### src/rtl/fetch_unit_if.sv
// Fetch-stage bus: control from decode, instruction-memory port, and the
// aligned {pc, instr, valid} triple handed to decode.
interface fetch_unit_if #(
    parameter int PC_WIDTH = 10
);
    logic                stall;
    logic                redirect;
    logic [PC_WIDTH-1:0] redirect_pc;
    logic                halt;
    logic [PC_WIDTH-1:0] imem_pc;
    logic [31:0]         imem_instr;
    logic [PC_WIDTH-1:0] id_pc;
    logic [PC_WIDTH-1:0] id_pc_plus1;
    logic [31:0]         id_instr;
    logic                id_valid;
    logic                halted;
    logic [15:0]         fetch_count;

    modport master (
        input  stall, redirect, redirect_pc, halt, imem_instr,
        output imem_pc, id_pc, id_pc_plus1, id_instr, id_valid, halted, fetch_count
    );

    modport slave (
        output stall, redirect, redirect_pc, halt, imem_instr,
        input  imem_pc, id_pc, id_pc_plus1, id_instr, id_valid, halted, fetch_count
    );
endinterface

### src/rtl/fetch_unit.sv
// PC / fetch control ahead of a synchronous instruction memory. id_pc tracks
// the address whose data is currently on the memory's registered output.
module fetch_unit #(
    parameter int                   PC_WIDTH = 10,
    parameter logic [PC_WIDTH-1:0]  RESET_PC = '0,
    parameter logic [31:0]          NOP_WORD = 32'h0000_0000
) (
    input  logic         clk,
    input  logic         rst,
    fetch_unit_if.master bus
);
    typedef enum logic [1:0] {BOOT, RUN, HALTED} state_e;

    state_e              state_q, state_d;
    logic [PC_WIDTH-1:0] id_pc_q, next_pc;
    logic                id_valid_q, id_valid_d;
    logic                halted_q, halted_d;
    logic [15:0]         count_q, count_d;
    logic                load_new;

    always_comb begin
        state_d    = state_q;
        next_pc    = id_pc_q;
        id_valid_d = id_valid_q;
        halted_d   = halted_q;
        load_new   = 1'b0;
        unique case (state_q)
            BOOT: begin
                next_pc    = RESET_PC;
                state_d    = RUN;
                id_valid_d = 1'b1;
                load_new   = 1'b1;
            end
            RUN: begin
                id_valid_d = 1'b1;
                if (bus.halt) begin
                    state_d    = HALTED;
                    id_valid_d = 1'b0;
                    halted_d   = 1'b1;
                end else if (bus.redirect) begin
                    // redirect beats stall: the stalled instruction is dropped
                    next_pc  = bus.redirect_pc;
                    load_new = 1'b1;
                end else if (!bus.stall) begin
                    next_pc  = id_pc_q + 1'b1;
                    load_new = 1'b1;
                end
            end
            default: begin
                id_valid_d = 1'b0;
            end
        endcase
        count_d = (load_new && count_q != 16'hFFFF) ? count_q + 16'd1 : count_q;
    end

    always_ff @(posedge clk or posedge rst) begin
        if (rst) begin
            state_q    <= BOOT;
            id_pc_q    <= RESET_PC;
            id_valid_q <= 1'b0;
            halted_q   <= 1'b0;
            count_q    <= '0;
        end else begin
            state_q    <= state_d;
            id_pc_q    <= next_pc;
            id_valid_q <= id_valid_d;
            halted_q   <= halted_d;
            count_q    <= count_d;
        end
    end

    // BOOT already selects RESET_PC, so the address is correct while rst is held
    assign bus.imem_pc     = next_pc;
    assign bus.id_pc       = id_pc_q;
    assign bus.id_pc_plus1 = id_pc_q + 1'b1;
    assign bus.id_instr    = id_valid_q ? bus.imem_instr : NOP_WORD;
    assign bus.id_valid    = id_valid_q;
    assign bus.halted      = halted_q;
    assign bus.fetch_count = count_q;
endmodule

### src/flat_wrapper.sv
// flat-port wrapper written by rule: the top's interface ports become plain ports
module fetch_unit_flat 
#(
    parameter int                   PC_WIDTH = 10,
    parameter logic [PC_WIDTH-1:0]  RESET_PC = '0,
    parameter logic [31:0]          NOP_WORD = 32'h0000_0000
)
  (clk, rst, bus_stall, bus_redirect, bus_redirect_pc, bus_halt, bus_imem_instr, bus_imem_pc, bus_id_pc, bus_id_pc_plus1, bus_id_instr, bus_id_valid, bus_halted, bus_fetch_count);
  fetch_unit_if #(.PC_WIDTH(PC_WIDTH)) bus_i ();
  input  logic clk;
  input  logic rst;
  input wire logic [$bits(bus_i.stall)-1:0] bus_stall;
  input wire logic [$bits(bus_i.redirect)-1:0] bus_redirect;
  input wire logic [$bits(bus_i.redirect_pc)-1:0] bus_redirect_pc;
  input wire logic [$bits(bus_i.halt)-1:0] bus_halt;
  input wire logic [$bits(bus_i.imem_instr)-1:0] bus_imem_instr;
  output wire logic [$bits(bus_i.imem_pc)-1:0] bus_imem_pc;
  output wire logic [$bits(bus_i.id_pc)-1:0] bus_id_pc;
  output wire logic [$bits(bus_i.id_pc_plus1)-1:0] bus_id_pc_plus1;
  output wire logic [$bits(bus_i.id_instr)-1:0] bus_id_instr;
  output wire logic [$bits(bus_i.id_valid)-1:0] bus_id_valid;
  output wire logic [$bits(bus_i.halted)-1:0] bus_halted;
  output wire logic [$bits(bus_i.fetch_count)-1:0] bus_fetch_count;
  assign bus_i.stall = bus_stall;
  assign bus_i.redirect = bus_redirect;
  assign bus_i.redirect_pc = bus_redirect_pc;
  assign bus_i.halt = bus_halt;
  assign bus_i.imem_instr = bus_imem_instr;
  assign bus_imem_pc = bus_i.imem_pc;
  assign bus_id_pc = bus_i.id_pc;
  assign bus_id_pc_plus1 = bus_i.id_pc_plus1;
  assign bus_id_instr = bus_i.id_instr;
  assign bus_id_valid = bus_i.id_valid;
  assign bus_halted = bus_i.halted;
  assign bus_fetch_count = bus_i.fetch_count;
  fetch_unit #(.PC_WIDTH(PC_WIDTH), .RESET_PC(RESET_PC), .NOP_WORD(NOP_WORD)) u_core (.clk(clk), .rst(rst), .bus(bus_i));
endmodule
### config.mk
export PLATFORM = sky130hd
export DESIGN_NAME = fetch_unit_flat
export DESIGN_NICKNAME = d
export VERILOG_FILES = /design/src/rtl/fetch_unit_if.sv /design/src/rtl/fetch_unit.sv /design/src/flat_wrapper.sv
export SDC_FILE = /design/constraint.sdc
export NUM_CORES = 1
export LEC_CHECK = 0
export ABC_AREA = 1
export CORE_ASPECT_RATIO = 0.8
export CORE_MARGIN = 2
export CORE_UTILIZATION = 35
export CTS_BUF_LIST = sky130_fd_sc_hd__clkbuf_8
export CTS_CLUSTER_SIZE = 40
export DETAILED_ROUTE_END_ITERATION = 8
export PLACE_DENSITY = 0.78
export SKIP_LAST_GASP = 1
export SLEW_MARGIN = 20
export SYNTH_ARGS = -nofsm -noshare
export SYNTH_HDL_FRONTEND = slang
export SYNTH_SLANG_ARGS = --single-unit
### constraint.sdc
create_clock -name clk -period 1.55 [get_ports clk]
set_input_delay 0.31 -clock clk [delete_from_list [all_inputs] [get_ports clk]]
set_output_delay 0.31 -clock clk [all_outputs]
set_load 0.02 [all_outputs]
# Word level (Yosys, flattened, before mapping)
# Index checks and enable logic that the tools add are counted.
# op_classes
n_reduce_logical	5
bitwise	0
shifts	0
n_eq_ne	3
muxes	13
n_addsub	2
order_cmp	0
n_mul	0
div_mod_pow	0
# ops
cell	n
$mux W32	1
$mux W10	3
$pmux W10 S2	1
$add A16 B1 Y16 const B	1
$ne A16 B16 Y1 const B	1
$add A10 B1 Y10 const B	1
$mux W1	4
$pmux W1 S2	2
$pmux W2 S2	1
$reduce_and A2 Y1	2
$eq A2 B1 Y1 const B	1
$logic_not A2 Y1	1
$mux W2	1
$ne A2 B2 Y1 const B	1
$reduce_bool A2 Y1	1
$logic_and A1 B1 Y1	1
# word_totals
inputBits	47
romBits	0
mem_bits_rw	0
wordCells	28
n_memories	0
regBits	30
output_inout_bits	80
latch_bits	0

# Depth between registers and ports, before layout
# Gate-level depths: netlist of the first run.
# depth
ltp_word	5
mapped_depth	9
ltp_nobuf	9

# Worst setup path after synthesis of the first run
# Ideal clock, no wire load.
# synth_timing
kind	register to output
startpoint	register u_core.id_pc_q[0] (netlist: u_core.bus.id_pc[0])
endpoint	output port bus_imem_pc[4]
path_stages_with_launch	6
required_time_ns	1.240
path_slack_ns	-0.467
path_buffers	0
arrival_ns	1.707
path_cell_list	dfrtp_1 > ha_1 > nand3_1 > xor2_1 > nor2_1 > o22ai_1
# synth_between
elab_chain_len	5
# synth_rtl
element	line	source
from (decl)	fetch_unit.sv:15	logic [PC_WIDTH-1:0] id_pc_q, next_pc;
from (signal assigned)	fetch_unit.sv:65	id_pc_q <= next_pc;
$add A10 B1 Y10	n/a	
net bus_id_pc_plus1[4]	flat_wrapper.sv:19	output wire logic [$bits(bus_i.id_pc_plus1)-1:0] bus_id_pc_plus1;
$mux W10	fetch_unit.sv:44	end else if (!bus.stall) begin
$mux W10	fetch_unit.sv:40	end else if (bus.redirect) begin
$mux W10	fetch_unit.sv:36	if (bus.halt) begin
$pmux W10 S2	fetch_unit.sv:27	unique case (state_q)
to (decl)	flat_wrapper.sv:17	output wire logic [$bits(bus_i.imem_pc)-1:0] bus_imem_pc;
# The timed path passes the listed nets, and every way through them passes these cells.

# Worst setup path after layout of the first run
# layout_timing
startpoint	register u_core.id_pc_q[0] (netlist: u_core.bus.id_pc[0])
endpoint	output port bus_imem_pc[4]
# layout_between
elab_chain_len	5
# layout_rtl
element	line	source
$add A10 B1 Y10	fetch_unit.sv:45	next_pc = id_pc_q + 1'b1;
$mux W10	fetch_unit.sv:44	
$mux W10	fetch_unit.sv:40	
$mux W10	fetch_unit.sv:36	
$pmux W10 S2	fetch_unit.sv:27	
# Every way passes these cells.

==> impl_metrics.json, run 1 <==
{
  "worstPathRequired_ns": 1.24,
  "status": "finished, violations left",
  "die_w_um": 91.7,
  "ys_top_cells_by_count": "nand2_1 (144), inv_1 (62), dfrtp_1 (30)",
  "yosysMostFrequentCell": "nand2_1",
  "power.share.switching": 0.243,
  "rsz0062_at_grt": "true",
  "final_area_um2": 4440,
  "vias_per_cell": 4.78,
  "synthFlopType": "dfrtp_1",
  "ys_warn_count": 0,
  "yosys.area.top_type": "dfrtp_1",
  "num_antenna_cells": 0,
  "htree_num_levels": 2,
  "critPathLaunchType": "flip-flop",
  "grt.overflow.total": 0,
  "wl_per_cell_um": 14.4,
  "crit_path_end_kind": "output port",
  "min_period_ns": 1.98,
  "rows": 25,
  "pwr-share-seq": 0.490,
  "dieHeight_um": 74.2,
  "dp_hpwl_um": 5960,
  "wirelength_um": 9190,
  "clockRootBuffer": "clkbuf_8",
  "clock_power_share": 0.392,
  "worst_slack_ns": -0.433,
  "ir_worst_vdd_uv": 335,
  "drt_iter0_markers": 160,
  "r2r_cells": 11,
  "clk_pin_slew_ns": 0.07,
  "setup_viol": 33,
  "syn_area_per_cell_um2": 6.28,
  "clock_latency_ns": 0.28,
  "use_met2": 0.440,
  "synth_nets": 392,
  "start_util": 0.363,
  "grt_pass1_vias": 2777,
  "power_switching_uw": 389,
  "netlist_area_um2": 2150,
  "worstPathArrival_ns": 1.67,
  "grtUsageMet1": 0.265,
  "failed_checks": "setup timing",
  "drv_cap": 0,
  "top_usage_layer": "met2",
  "area_growth_pct": 106,
  "grt_util_all_layers": 0.233,
  "ys_seq_area_frac": 0.348,
  "vias": 3049,
  "num_io_pins": 127,
  "p_int_mw": 1.21,
  "cts_tree": "done",
  "synth_edf_count": 0,
  "grt_start_max_net_pins": 34,
  "coreArea_um2": 5940,
  "slew_viol_final": 0,
  "antenna_found_initial": 0,
  "ys_ff_latch": 30,
  "p_leak_nw": 2.54,
  "finalHoldViolCount": 0,
  "postRouteAntennaNets": 0,
  "regToRegStartpoint": "u_core.state_q[1]",
  "groute.layer.met3.usage": 0.0537,
  "fillCellCount": 443,
  "final.setup.tns_ns": -6.36,
  "fp.dieArea_um2": 6800,
  "powerDensity_nw_per_um2": 360,
  "post-route-period-util": 1.28,
  "drive_gt1_frac": 0.409,
  "r2r-end": "u_core.bus.fetch_count[4]",
  "worstMarginPinSlew_ns": 0.305,
  "synth.area.top_cells": "dfrtp_1 (35%), nand2_1 (25%), inv_1 (11%)",
  "cts.path.max_buffers": 2,
  "hold_path_class": "primary input to async pin",
  "worstPathMaxFanout": 4,
  "post-route-drc-count": 0,
  "slew_headroom": 0.795,
  "place_area_um2": 4050,
  "worst_clock_skew_ns": 0.00322,
  "gp_congestion": 0.917,
  "port-buffer-count": 126,
  "async_flop_share": 1.00,
  "synth.top_cell.area_share": 0.348,
  "yosysUniqueCellTypes": 28,
  "drtPass1Iterations": 6,
  "syn-instance-count": 343,
  "hold_ws_ns": 0.385,
  "comb_power_share": 0.118,
  "rrSetupSlack_ns": -0.08,
  "grt_pass1_wl_um": 12600,
  "max_freq_mhz": 504,
  "crit_type": "flip-flop to output port",
  "numCtsBuffers": 5,
  "nNetsFinal": 605,
  "cts_sinks": 30
}
-- layout by cell type, fill, tap and decap left out, types with 2 or more instances in the layout --
cell type	n
a21oi_1	5
buf_12	2
buf_2	24
buf_4	63
buf_6	38
clkbuf_2	10
clkbuf_8	5
clkdlybuf4s50_1	43
clkinv_2	3
dfrtp_1	22
dfrtp_2	8
dlygate4sd2_1	29
ha_4	2
inv_1	53
inv_2	9
inv_4	2
nand2_1	116
nand2_2	29
nand2_4	3
nand3_1	10
nand3_2	2
nand3_4	3
nand4_1	5
nor2_1	20
nor2_2	5
nor2_4	5
o21ai_0	12
o21ai_1	3
o21ai_4	3
o22ai_2	2
xnor2_1	7
xor2_1	2
xor2_4	2
-- metrics by stage --
| step | instances | setup slack (ns) | utilization | power, mW |
|---|---|---|---|---|
| finish | 638 | -0.433 | 0.748 | 1.60 |
| global route | 638 | -0.478 | 0.748 | 1.66 |
| CTS | 627 | -0.408 | 0.730 | 1.58 |
| detailed placement | 603 | -0.842 | 0.682 | 0.973 |
| global placement | 603 | -0.790 | 0.682 | 0.972 |
| floorplan | 343 | -0.0962 | - | 0.827 |
-- final cells by class --
cell class	count	area (µm²)	area share
multi-input cells	242	1400	0.315
flip-flops and latches	30	761	0.171
clock inverters	3	13.8	0.00310
repair inverters	1	7.51	0.00169
repair buffers	211	1830	0.412
inverters	65	258	0.0580
clock buffers	5	68.8	0.0155
well taps	81	101	0.0228
-- metal layers --
metal / up-vias / part of all wire
met3: 32 / 0.075
met1: 1402 / 0.37
li1: 1461 / -
met4: 0 / 0.032
met2: 154 / 0.52
met5: - / 0
-- state kept, by name, summed over array words and instances, names as in the netlist --
name and count:
u_core.bus.fetch_count 16, u_core.bus.id_valid 1, u_core.bus.halted 1, u_core.bus.id_pc 10, u_core.state_q 2
-- worst max path at each step --
stage | slack, ns | from | to | cells after the start
6_report | -0.43 | u_core.bus.id_pc[0] | bus_imem_pc[4] | 7
5_1_grt | -0.48 | u_core.bus.id_pc[0] | bus_imem_pc[6] | 8
3_5_place_dp | -0.84 | bus_halt | bus_imem_pc[8] | 9
3_3_place_gp | -0.79 | bus_halt | bus_imem_pc[4] | 8
2_1_floorplan | -0.1 | u_core.bus.id_pc[1] | bus_imem_pc[4] | 5
4_1_cts | -0.41 | u_core.bus.id_pc[0] | bus_imem_pc[6] | 8
-- what timing repair did --
action                     4_1_cts  5_1_grt
pin swaps                       18       31
gates cloned                     1        1
buffers inserted                16       16
setup endpoints to repair       92       66
gates resized for setup        259      103
hold buffers                     0        0
-- critical path: stages, from the launching register on --
cell and delay, ns:
dfrtp_2 0.46, ha_4 0.20, nand3_4 0.08, buf_6 0.12, xor2_4 0.16, nor2_2 0.05, o22ai_2 0.17, buf_6 0.15
-- power groups by stage --
stage	sequential, mW	clock, mW	combinational, mW
global route	0.782	0.675	0.203
detailed placement	0.797	0	0.175
global placement	0.797	0	0.174
finish	0.782	0.626	0.189
CTS	0.783	0.619	0.180
floorplan	0.797	0	0.0298
-- cell families after synthesis --
logic type,share of synthesized area
DFF,0.348
and+or+nand+nor,0.380
adders and majority gates,0.0116
AOI/OAI and AO/OA,0.0778
buffers and inverters,0.133
xor gates and xnor gates,0.0488
Power figures use the tool's default switching activity.
==> run 2, diff against run 1 <==
--- a/config.mk
+++ b/config.mk
@@ -8,11 +8,10 @@
 export ABC_AREA = 1
 export CORE_ASPECT_RATIO = 0.8
 export CORE_MARGIN = 2
-export CORE_UTILIZATION = 35
-export CTS_BUF_LIST = sky130_fd_sc_hd__clkbuf_8
+export CORE_UTILIZATION = 34
 export CTS_CLUSTER_SIZE = 40
 export DETAILED_ROUTE_END_ITERATION = 8
-export PLACE_DENSITY = 0.78
+export PLACE_DENSITY = 0.77
 export SKIP_LAST_GASP = 1
 export SLEW_MARGIN = 20
 export SYNTH_ARGS = -nofsm -noshare
==> run 2 against run 1 <==
  * The run still ends with setup timing left
  * Largest power group unchanged
  * First-iteration DRC count grew 31%
  * Via count shrank 0.82%
  * Worst hold slack lost 0.031 ns
  * Critical path type unchanged
==> impl_metrics.json, run 2 (synthesized netlist as in run 1, its figures left out) <==
{
  "status": "finished, violations left",
  "failed_checks": "setup timing",
  "p_leak_nw": 2.54,
  "most-common-layout-cells": "nand2_1 (118), buf_4 (62), inv_1 (55), clkdlybuf4s50_1 (43), buf_6 (35)",
  "clockRootBuffer": "clkbuf_8",
  "fp.dieArea_um2": 6990,
  "grt_util_all_layers": 0.236,
  "clock_latency_ns": 0.29,
  "drv_cap": 0,
  "slew_viol_final": 0,
  "num_antenna_cells": 0,
  "wl_per_cell_um": 14.5,
  "coreArea_um2": 6010,
  "grt_pass1_vias": 2867,
  "vias_per_cell": 4.78,
  "slew_headroom": 0.781,
  "gp_congestion": 0.899,
  "instances_no_fill": 632,
  "start_util": 0.359,
  "cts.path.max_buffers": 2,
  "final_area_um2": 4440,
  "worstMarginPinSlew_ns": 0.326,
  "power_switching_uw": 380,
  "worst_clock_skew_ns": 0.00530,
  "place_area_um2": 4000,
  "power.share.switching": 0.239,
  "wirelength_um": 9140,
  "finalHoldViolCount": 0,
  "die_w_um": 93,
  "worstPathArrival_ns": 1.65,
  "rows": 25,
  "pwr-share-seq": 0.491,
  "crit_type": "flip-flop to output port",
  "dp_hpwl_um": 6080,
  "htree_num_levels": 2,
  "final_common_cell": "nand2_1",
  "hold_path_class": "primary input to async pin",
  "powerDensity_nw_per_um2": 359,
  "min_period_ns": 1.96,
  "area_growth_pct": 106,
  "p_int_mw": 1.21,
  "largest_reg_flops": 16,
  "postRouteAntennaNets": 0,
  "worst_slack_ns": -0.408,
  "drive_gt1_frac": 0.399,
  "worstPathRequired_ns": 1.24,
  "port-buffer-count": 126,
  "comb_power_share": 0.116,
  "rsz0062_at_grt": "true",
  "grt.overflow.total": 0,
  "drtPass1Iterations": 4,
  "fillCellCount": 439,
  "antenna_found_initial": 0,
  "clock_power_share": 0.393,
  "drt_iter0_markers": 210,
  "nNetsFinal": 599,
  "post-route-drc-count": 0,
  "grt_pass1_wl_um": 12900,
  "multi_input_area_um2": 1430,
  "dieHeight_um": 75.2,
  "numCtsBuffers": 5,
  "post-route-period-util": 1.26,
  "cts_tree": "done",
  "vias": 3024,
  "max_freq_mhz": 511,
  "cts_sinks": 30,
  "dpl.cell_count": 598,
  "setup_viol": 34,
  "worstPathMaxFanout": 3,
  "num_io_pins": 127,
  "ir_worst_vdd_uv": 421,
  "clk_pin_slew_ns": 0.07,
  "hold_ws_ns": 0.354,
  "critPathLaunchType": "flip-flop",
  "hold_buffers": 0,
  "grt_start_max_net_pins": 31,
  "regArea_um2": 758,
  "crit_path_end_kind": "output port"
}
==> run 2: changes by cell type in the layout (fill, tap and decap cells not counted), sizes merged, moves of 2 or more <==
cell,delta
inv,-2
clkbuf,-9
buf,+4
clkdlybuf4s15,+2
==> run 2: through the flow <==
step | setup TNS [ns] | total power, mW | worst slack (ns) | utilization
detailed placement | -24.68 | 0.972 | -0.878 | 0.667
floorplan | -0.292 | 0.827 | -0.0962 | -
CTS | -5.47 | 1.59 | -0.433 | 0.687
global route | -8.67 | 1.65 | -0.500 | 0.740
finish | -6.55 | 1.59 | -0.408 | 0.740
global placement | -22.91 | 0.971 | -0.785 | 0.667
==> run 2: what timing repair did <==
action / in CTS / in global routing
cloned: 2 / 0
resized for setup: 287 / 90
setup endpoints to repair: 93 / 49
pin swaps: 16 / 28
setup buffers: 15 / 16
==> run 2: cell type report <==
cell class                      count  area share
Timing Repair Buffer              205       0.405
Multi-Input combinational cell    242       0.322
Sequential cell                    30       0.171
Inverter                           65      0.0592
Tap cell                           81      0.0228
Clock buffer                        6      0.0163
Clock inverter                      2     0.00225
Timing Repair inverter              1     0.00169
==> run 2: final timing paths <==
check | to | startpoint | slack (ns) | cells past startpoint
worst max-delay path | bus_imem_pc[6] | u_core.bus.id_pc[1] | -0.41 | 8
worst min-delay path | u_core.bus.id_pc[9] | rst | 0.35 | 3
worst max register to register | u_core.bus.fetch_count[4] | u_core.state_q[0] | -0.15 | 9
worst min register to register | u_core.bus.halted | u_core.bus.halted | 0.49 | 1
max in group asynchronous | u_core.bus.id_pc[0] | rst | 1.01 | 3
min in group clk | u_core.bus.halted | bus_halt | 0.44 | 2
==> run 2: worst max-delay path, stage by stage (launching register included) <==
cell and delay [ns]:
dfrtp_2 0.42, ha_4 0.18, nand3_4 0.10, nor2_4 0.15
xor2_2 0.16, nand2_1 0.07, nand2_1 0.08, nand2_2 0.07
buf_6 0.13
==> run 2: routing by layer <==
| layer | vias to the layer above | wire length, µm | track usage |
|---|---|---|---|
| li1 | 1442 | - | - |
| met1 | 1418 | 3610 | 0.268 |
| met2 | 135 | 4480 | 0.424 |
| met3 | 29 | 723 | 0.0531 |
| met4 | 0 | 328 | 0.121 |
| met5 | - | 0 | 0 |
==> run 2: power by group through the flow <==
stage               Clock (mW)  Combinational (mW)  Sequential [mW]
floorplan                    0              0.0298            0.797
global placement             0               0.173            0.797
detailed placement           0               0.175            0.797
CTS                      0.635               0.176            0.782
global route             0.671               0.198            0.782
finish                   0.626               0.185            0.783
==> patch (settings of run 2) <==
`PC_WIDTH` is set to 10 in 3 places; all go to 20.
--- a/src/rtl/fetch_unit_if.sv
+++ b/src/rtl/fetch_unit_if.sv
@@ -1,7 +1,7 @@
 // Fetch-stage bus: control from decode, instruction-memory port, and the
 // aligned {pc, instr, valid} triple handed to decode.
 interface fetch_unit_if #(
-    parameter int PC_WIDTH = 10
+    parameter int PC_WIDTH = 20
 );
     logic                stall;
     logic                redirect;
--- a/src/rtl/fetch_unit.sv
+++ b/src/rtl/fetch_unit.sv
@@ -1,7 +1,7 @@
 // PC / fetch control ahead of a synchronous instruction memory. id_pc tracks
 // the address whose data is currently on the memory's registered output.
 module fetch_unit #(
-    parameter int                   PC_WIDTH = 10,
+    parameter int                   PC_WIDTH = 20,
     parameter logic [PC_WIDTH-1:0]  RESET_PC = '0,
     parameter logic [31:0]          NOP_WORD = 32'h0000_0000
 ) (
--- a/src/flat_wrapper.sv
+++ b/src/flat_wrapper.sv
@@ -1,7 +1,7 @@
 // flat-port wrapper written by rule: the top's interface ports become plain ports
 module fetch_unit_flat 
 #(
-    parameter int                   PC_WIDTH = 10,
+    parameter int                   PC_WIDTH = 20,
     parameter logic [PC_WIDTH-1:0]  RESET_PC = '0,
     parameter logic [31:0]          NOP_WORD = 32'h0000_0000
 )
Ports: changed (resized bus_id_pc, bus_id_pc_plus1, bus_imem_pc and bus_redirect_pc); port bits go from 127 to 167. The function was not compared with the original's and may differ.
==> patch against run 2 <==
  * The flow still finishes with violations (setup timing)
  * Routed wire length is 69% higher
  * Maximum frequency is 12% lower
  * Critical path type unchanged
  * Area after synthesis is 38% higher
  * Final area is 45% higher
  * Via count is 50% higher
  * Non-clock buffer count is 91 higher
  * Largest power group unchanged
  * Count of clock-buffer cells in the layout is 1 lower
  * Worst setup slack worse by 270 ps
  * Die area is 36% higher
  * Total power is 79% higher
  * Core utilization is 2.2 points higher
  * Sequential cell count is 10 higher
  * Clock power is 47% higher
==> patch: results <==
set metrics [dict create \
    outcome "finished with violations" \
    violated_checks "setup timing" \
    clock-skew-final_ps 9.06 \
    design.final.nets 820 \
    synth.top_cells.by_count "153 x sky130_fd_sc_hd__nand2_1, 81 x sky130_fd_sc_hd__inv_1, 40 x sky130_fd_sc_hd__dfrtp_1, 40 x sky130_fd_sc_hd__o21ai_0, 34 x sky130_fd_sc_hd__nor2_1" \
    setup-violations-final 66 \
    synth.top_cells.by_area "sky130_fd_sc_hd__dfrtp_1 34%, sky130_fd_sc_hd__nand2_1 19%, sky130_fd_sc_hd__inv_1 10%" \
    avgSynthCellArea_sq_um 6.37 \
    tightestPinTransition_ps 424 \
    synth-adder-area-share_pct 0.839 \
    mappedNetlistNets 527 \
    timing.setup.tns_ps -24370 \
    detailed_router_iteration_count_before_antenna_repair 6 \
    drt_iter0_markers 330 \
    setup_slack_ps -681 \
    timing.rr.end "u_core.bus.id_pc[3]$_DFF_PP0_" \
    post_cts_resized 490 \
    power.ir.vdd_worst_v 0.000441 \
    synth-compound-area-share_pct 12.5 \
    dpl.hpwl_microns 10000 \
    postCtsSetupBuffers 23 \
    power.combinational.fraction_pct 29.6 \
    hold_ws_ps 355 \
    detailroute.via_count 4539 \
    dpl_worst_slack_ps -977 \
    met1_length_microns 5890 \
    fillCellCount 545 \
    grt_usage_pct 29.9 \
    finish.cell_count_without_fillers 874 \
    largest_reg_flops 20 \
    power.density_nw_per_um2 443 \
    use_met3_pct 7.14 \
    grt_max_degree 41 \
    static-leakage-power_nw 3.40 \
    clock_latency_ps 310 \
    setup.worst_path.end "bus_imem_pc[2]" \
    wl_met2_microns 7450 \
    cts.reportedPaths.clkPinSlew_ps 90 \
    yosysSeqAreaShare_pct 33.6 \
    post_drt_wl_per_cell_microns 17.7 \
]
==> patch: cell types whose count changed after synthesis, sizes merged, moves of 10 or more <==
| cell | before | now |
|---|---|---|
| inv | 64 | 86 |
| nand3 | 15 | 29 |
| nand2 | 148 | 158 |
| dfrtp | 30 | 40 |
| o21ai | 19 | 46 |
| a21oi | 5 | 15 |
==> patch: cell type report <==
type | instances | area [sq um] | area share [%]
repair buffers | 296 | 2650 | 41.0
multi-input cells | 328 | 2170 | 33.5
flip-flops and latches | 40 | 1020 | 15.8
inverters | 87 | 345 | 5.35
well taps | 112 | 140 | 2.17
clock buffers | 5 | 68.8 | 1.07
clock inverters | 3 | 46.3 | 0.717
repair inverters | 3 | 23.8 | 0.368
==> patch: worst max-delay path: cells and delay by family (launching register included) <==
family          cells  cell delay, ps
compound gates      1             280
xor+xnor            1             120
fa+ha+maj           1             190
buf+inv             4             500
flops               1             460
simple gates        1              60
